File: src/rtl/mul_pkg.sv
// Shared types for the sequential radix-4 Booth multiplier: FSM states,
// recoded digit flags and the iteration-counter width helper.
package mul_pkg;

  typedef enum logic [1:0] {
    IDLE,
    RUN,
    DONE
  } state_t;

  typedef struct packed {
    logic neg;
    logic one;
    logic two;
  } booth_digit_t;

  // Bits needed to count 0..n-1 (never less than one bit).
  function automatic int cnt_width(input int n);
    return (n <= 2) ? 1 : $clog2(n);
  endfunction

endpackage

File: src/rtl/booth_r4_recoder.sv
// Combinational modified-Booth recoder: {Q[1],Q[0],Q[-1]} -> {neg, one, two}.
module booth_r4_recoder
  import mul_pkg::*;
(
  input  logic [2:0]   triple,
  output booth_digit_t digit
);

  always_comb begin
    digit.one = triple[1] ^ triple[0];
    digit.two = (triple == 3'b011) || (triple == 3'b100);
    // 3'b111 is a zero digit, so it must not be flagged negative
    digit.neg = triple[2] & ~(triple[1] & triple[0]);
  end

endmodule

File: src/rtl/mul_booth_r4_seq.sv
// Sequential radix-4 Booth multiplier, two multiplier bits per clock.
// Optional unsigned mode is built when MUL_UNSIGNED_EN is defined.
module mul_booth_r4_seq
  import mul_pkg::*;
#(
  parameter int WIDTH = 16
) (
  input  logic                 clk,
  input  logic                 rst_n,
  input  logic                 start,
  input  logic [WIDTH-1:0]     multiplicand,
  input  logic [WIDTH-1:0]     multiplier,
`ifdef MUL_UNSIGNED_EN
  input  logic                 is_signed,
`endif
  output logic                 busy,
  output logic                 done,
  output logic [2*WIDTH-1:0]   product
);

  localparam int AW = WIDTH + 2;
`ifdef MUL_UNSIGNED_EN
  localparam int QW   = WIDTH + 2;
  localparam int NMAX = WIDTH / 2 + 1;
`else
  localparam int QW   = WIDTH;
  localparam int NMAX = WIDTH / 2;
`endif
  localparam int CW = cnt_width(NMAX);
  localparam logic [CW-1:0] LAST_S = CW'(WIDTH / 2 - 1);

  state_t state_reg, state_next;
  logic [AW-1:0]      acc_reg, m_reg, m_load, addend, sum, acc_next;
  logic [QW-1:0]      q_reg, q_load, q_next;
  logic               qm1_reg;
  logic [CW-1:0]      cnt_reg, last_cnt;
  logic [2*WIDTH-1:0] product_reg, product_new;
  logic               load, step, last;
  booth_digit_t       digit;

`ifdef MUL_UNSIGNED_EN
  localparam logic [CW-1:0] LAST_U = CW'(WIDTH / 2);
  logic signed_reg;

  // Unsigned operands get two zero bits on top so the final triple sees Q's MSB as magnitude.
  assign m_load   = is_signed ? {{2{multiplicand[WIDTH-1]}}, multiplicand} : {2'b00, multiplicand};
  assign q_load   = is_signed ? {{2{multiplier[WIDTH-1]}}, multiplier} : {2'b00, multiplier};
  assign last_cnt = signed_reg ? LAST_S : LAST_U;
  assign product_new = signed_reg ? {acc_next[WIDTH-1:0], q_next[QW-1:2]}
                                  : {acc_next[WIDTH-3:0], q_next};
`else
  assign m_load      = {{2{multiplicand[WIDTH-1]}}, multiplicand};
  assign q_load      = multiplier;
  assign last_cnt    = LAST_S;
  assign product_new = {acc_next[WIDTH-1:0], q_next};
`endif

  booth_r4_recoder u_recoder (
    .triple ({q_reg[1:0], qm1_reg}),
    .digit  (digit)
  );

  always_comb begin
    addend   = digit.two ? {m_reg[AW-2:0], 1'b0} : (digit.one ? m_reg : '0);
    sum      = digit.neg ? (acc_reg - addend) : (acc_reg + addend);
    acc_next = {{2{sum[AW-1]}}, sum[AW-1:2]};
    q_next   = {sum[1:0], q_reg[QW-1:2]};
  end

  always_comb begin
    state_next = state_reg;
    load       = 1'b0;
    step       = 1'b0;
    busy       = 1'b0;
    done       = 1'b0;
    case (state_reg)
      IDLE: begin
        if (start) begin
          load       = 1'b1;
          state_next = RUN;
        end
      end
      RUN: begin
        busy = 1'b1;
        step = 1'b1;
        if (cnt_reg == last_cnt) state_next = DONE;
      end
      DONE: begin
        done = 1'b1;
        if (start) begin
          load       = 1'b1;
          state_next = RUN;
        end else begin
          state_next = IDLE;
        end
      end
      default: state_next = IDLE;
    endcase
  end

  assign last = step && (cnt_reg == last_cnt);

  always_ff @(posedge clk or negedge rst_n) begin
    if (!rst_n) begin
      state_reg   <= IDLE;
      acc_reg     <= '0;
      q_reg       <= '0;
      qm1_reg     <= 1'b0;
      m_reg       <= '0;
      cnt_reg     <= '0;
      product_reg <= '0;
`ifdef MUL_UNSIGNED_EN
      signed_reg  <= 1'b1;
`endif
    end else begin
      state_reg <= state_next;
      if (load) begin
        acc_reg    <= '0;
        q_reg      <= q_load;
        qm1_reg    <= 1'b0;
        m_reg      <= m_load;
        cnt_reg    <= '0;
`ifdef MUL_UNSIGNED_EN
        signed_reg <= is_signed;
`endif
      end else if (step) begin
        acc_reg <= acc_next;
        q_reg   <= q_next;
        qm1_reg <= q_reg[1];
        cnt_reg <= cnt_reg + 1'b1;
        if (last) product_reg <= product_new;
      end
    end
  end

  assign product = product_reg;

endmodule

File: config.mk
export PLATFORM = sky130hd
export DESIGN_NAME = mul_booth_r4_seq
export DESIGN_NICKNAME = d
export VERILOG_FILES = /design/src/rtl/mul_pkg.sv /design/src/rtl/booth_r4_recoder.sv /design/src/rtl/mul_booth_r4_seq.sv
export SDC_FILE = /design/constraint.sdc
export NUM_CORES = 1
export LEC_CHECK = 0
export CAP_MARGIN = 5
export CORE_MARGIN = 8
export CORE_UTILIZATION = 50
export CTS_CLUSTER_SIZE = 10
export DETAILED_ROUTE_END_ITERATION = 16
export PLACE_DENSITY = 0.77
export REMOVE_ABC_BUFFERS = 1
export SYNTH_ARGS = -nofsm -noshare
export SYNTH_HDL_FRONTEND = slang
export SYNTH_SLANG_ARGS = --single-unit
File: constraint.sdc
create_clock -name clk -period 3.6 [get_ports clk]
set_input_delay 1.08 -clock clk [delete_from_list [all_inputs] [get_ports clk]]
set_output_delay 1.08 -clock clk [all_outputs]
set_load 0.01 [all_outputs]
==> impl_metrics.json <==
{
  "status": "finished with violations",
  "violations": "negative setup slack",
  "grt_max_degree": 87,
  "layout_min_cycle_time_ns": 3.61,
  "ys_types": 51,
  "gp_congestion": 0.855,
  "vias_per_cell": 5.45,
  "maxCapViolCount": 0,
  "core_area_um2": 9590,
  "synthSimpleGateAreaFrac_pct": 17.7,
  "worst_slack_ns": -0.00894,
  "startpoint_type": "flip-flop",
  "grt_antenna_before_repair": 0,
  "crit_fanout": 7,
  "drtAntennaViolNets": 0,
  "crit_type": "reg -> reg",
  "critPathRequiredTime_ns": 3.85,
  "setup_viol": 1,
  "synth-main-ff-cell": "dfrtp_1",
  "die_w_um": 115,
  "post-place-ws_ns": -0.0975,
  "drc_errors": 0,
  "clock_skew_ns": 0.0109,
  "synth-xor-area-share_pct": 5.59,
  "critPathLaunch": "qm1_reg",
  "grtUsageTotal_pct": 18.8,
  "wire_per_inst_um": 16.3,
  "cts_buffers": 9,
  "max_freq_mhz": 277,
  "grt_pass1_vias": 4145,
  "dr_total_vias": 4136,
  "synth-edff-count": 0,
  "syn_inst": 530,
  "final-hold-violation-count": 0,
  "synth_top_family_by_area": "simple AND/OR/NAND/NOR gates",
  "hold_class": "reg -> reg",
  "hold_ws_ns": 0.475,
  "r2r-start": "qm1_reg",
  "hpwl_mm": 8.70,
  "clock_latency_ns": 0.35,
  "drt_iter0_markers": 246,
  "io_pins": 69,
  "fillers": 770,
  "ys_seq_area_share_pct": 44.3,
  "final_layout_size_suffix_gt1_share_pct": 19.0,
  "cts.sinks": 86,
  "ctsLongestPathBuffers": 2,
  "firstDrtPassIters": 6,
  "hold_start": "product[20]",
  "num_rows": 36,
  "ys_seq_elements": 86,
  "drt-total-wl_mm": 12.4,
  "slew_violations": 0,
  "grt_overflow": 0,
  "syn_area_um2": 4860,
  "cp-end-kind": "flip-flop",
  "synthArstFlopShare_pct": 100,
  "largest_register_ffs": 32,
  "grt_pass1_wl_mm": 19.9,
  "worst_pin_slew_ns": 1.09,
  "die-area_um2": 13100,
  "maxSlewHeadroom_pct": 27.0,
  "critPathArrivalTime_ns": 3.86,
  "synthMuxAreaShare_pct": 7.21,
  "syn_area_per_cell_um2": 9.17,
  "die_y_um": 115,
  "antennaDiodeCount": 0,
  "cts_tree": "yes",
  "clk_pin_slew_ns": 0.09,
  "synth_fa_ha_area_share_pct": 6.08,
  "port_buffers": 68,
  "rsz0062_at_grt": "yes",
  "ctsRootBufferMaster": "clkbuf_8",
  "syn_to_final_growth_pct": 28.9,
  "finalCritPeriodShare_pct": 100,
  "rrSetupSlack_ns": -0.009,
  "ctsHoldBuffers": 0,
  "initial_utilization_pct": 50.6,
  "cts_max_level": 3,
  "final_nets": 680,
  "ys_warn_count": 0,
  "synth-compound-area-share_pct": 15.6
}
[kinds of logic after synthesis]
family	Yosys count
fa+ha+maj	23
mux	30
simple gates	199
buf+inv	43
compound gates	118
xor+xnor	31
flops	86
[metal layers]
metal  share of wire (%)  routed length [um]  track usage (%)
met3                 7.1                 883             6.07
met2                  49                6040             31.4
met5                   0                   0                0
met4                 1.1                 138             5.59
met1                  43                5300             22.7
[worst max-delay path: stages (launching register included)]
cell and delay (ns):
dfrtp_1 0.43, inv_2 0.07, ha_4 0.17, mux2i_4 0.28
and3_4 0.25, a21oi_4 0.04, ha_4 0.21, a21oi_1 0.27
ha_1 0.29, nor2b_1 0.14, o2111ai_1 0.36, a211oi_4 0.14
o21ai_2 0.19, a21oi_2 0.08, or3_1 0.30, a32o_1 0.27
[area by class of cell]
type / instances / area (um^2) / area share, %
clock buffer: 9 / 124 / 1.98
inverter: 13 / 48.8 / 0.779
clock inverter: 6 / 63.8 / 1.02
timing repair buffer: 111 / 1010 / 16.1
multi-input combinational: 401 / 2700 / 43.1
sequential: 86 / 2150 / 34.4
tap: 133 / 166 / 2.66
[through the flow]
stage / area [um^2] / utilization [%] / TNS, ns / cells
final: 6260 / 65.3 / -0.00894 / 759
after global routing: 6260 / 65.3 / -1.72 / 759
after CTS: 6070 / 63.3 / 0 / 753
after detailed placement: 5850 / 61.0 / -0.427 / 737
after global placement: 5850 / 61.0 / -0.0102 / 737
after floorplan: 4730 / - / -1.63 / 500
[cells in the final DEF (no fill, tap or decap), types with 8 or more instances in the layout]
| master | n |
|---|---|
| nand2_1 | 121 |
| a21oi_1 | 23 |
| buf_4 | 42 |
| nor2_1 | 29 |
| nand3_1 | 8 |
| xor2_1 | 13 |
| a22o_1 | 13 |
| a31oi_1 | 13 |
| clkbuf_8 | 9 |
| xnor2_1 | 16 |
| o21ai_0 | 19 |
| inv_1 | 10 |
| mux2_2 | 23 |
| ha_1 | 19 |
| dfrtp_1 | 85 |
| clkdlybuf4s50_1 | 67 |
| a21o_1 | 8 |
[worst paths after layout]
check,endpoint,cells past startpoint
max in group asynchronous,q_reg[1],1
worst max-delay path,acc_reg[13],15
worst min register to register,product[20],2
min in group asynchronous,q_reg[12],1
worst max register to register,acc_reg[13],15
worst min-delay path,product[20],2
[cell usage after synthesis, types with 4 or more instances]
| cell type | instances | area, um^2 |
|---|---|---|
| a22o_1 | 13 | 114 |
| nor2_1 | 29 | 109 |
| nand2b_1 | 5 | 31.3 |
| nor3_1 | 6 | 30.0 |
| o21ai_0 | 24 | 120 |
| xnor2_1 | 18 | 158 |
| mux2_2 | 23 | 259 |
| ha_1 | 22 | 275 |
| a21oi_1 | 31 | 155 |
| a21o_1 | 8 | 60.1 |
| xor2_1 | 13 | 114 |
| clkbuf_1 | 26 | 97.6 |
| dfrtp_1 | 86 | 2150 |
| nor2b_1 | 5 | 31.3 |
| and2_1 | 4 | 25.0 |
| nand4_1 | 6 | 37.5 |
| nand2_1 | 121 | 454 |
| a31oi_1 | 13 | 81.3 |
| nand3_1 | 8 | 40.0 |
| and3_1 | 8 | 50.1 |
| o21ai_1 | 7 | 35.0 |
| inv_1 | 12 | 45.0 |
[repair_timing]
action / 4_1_cts / 5_1_grt
endpoints found under the hold margin: 0 / 0
setup endpoints to repair: 10 / 18
gates resized for setup: 9 / 32
pin swaps: 4 / 21
setup buffers: 1 / 6
Power is not shown: default switching activity piles up to over one toggle a cycle in this logic, so the estimate is an artifact.
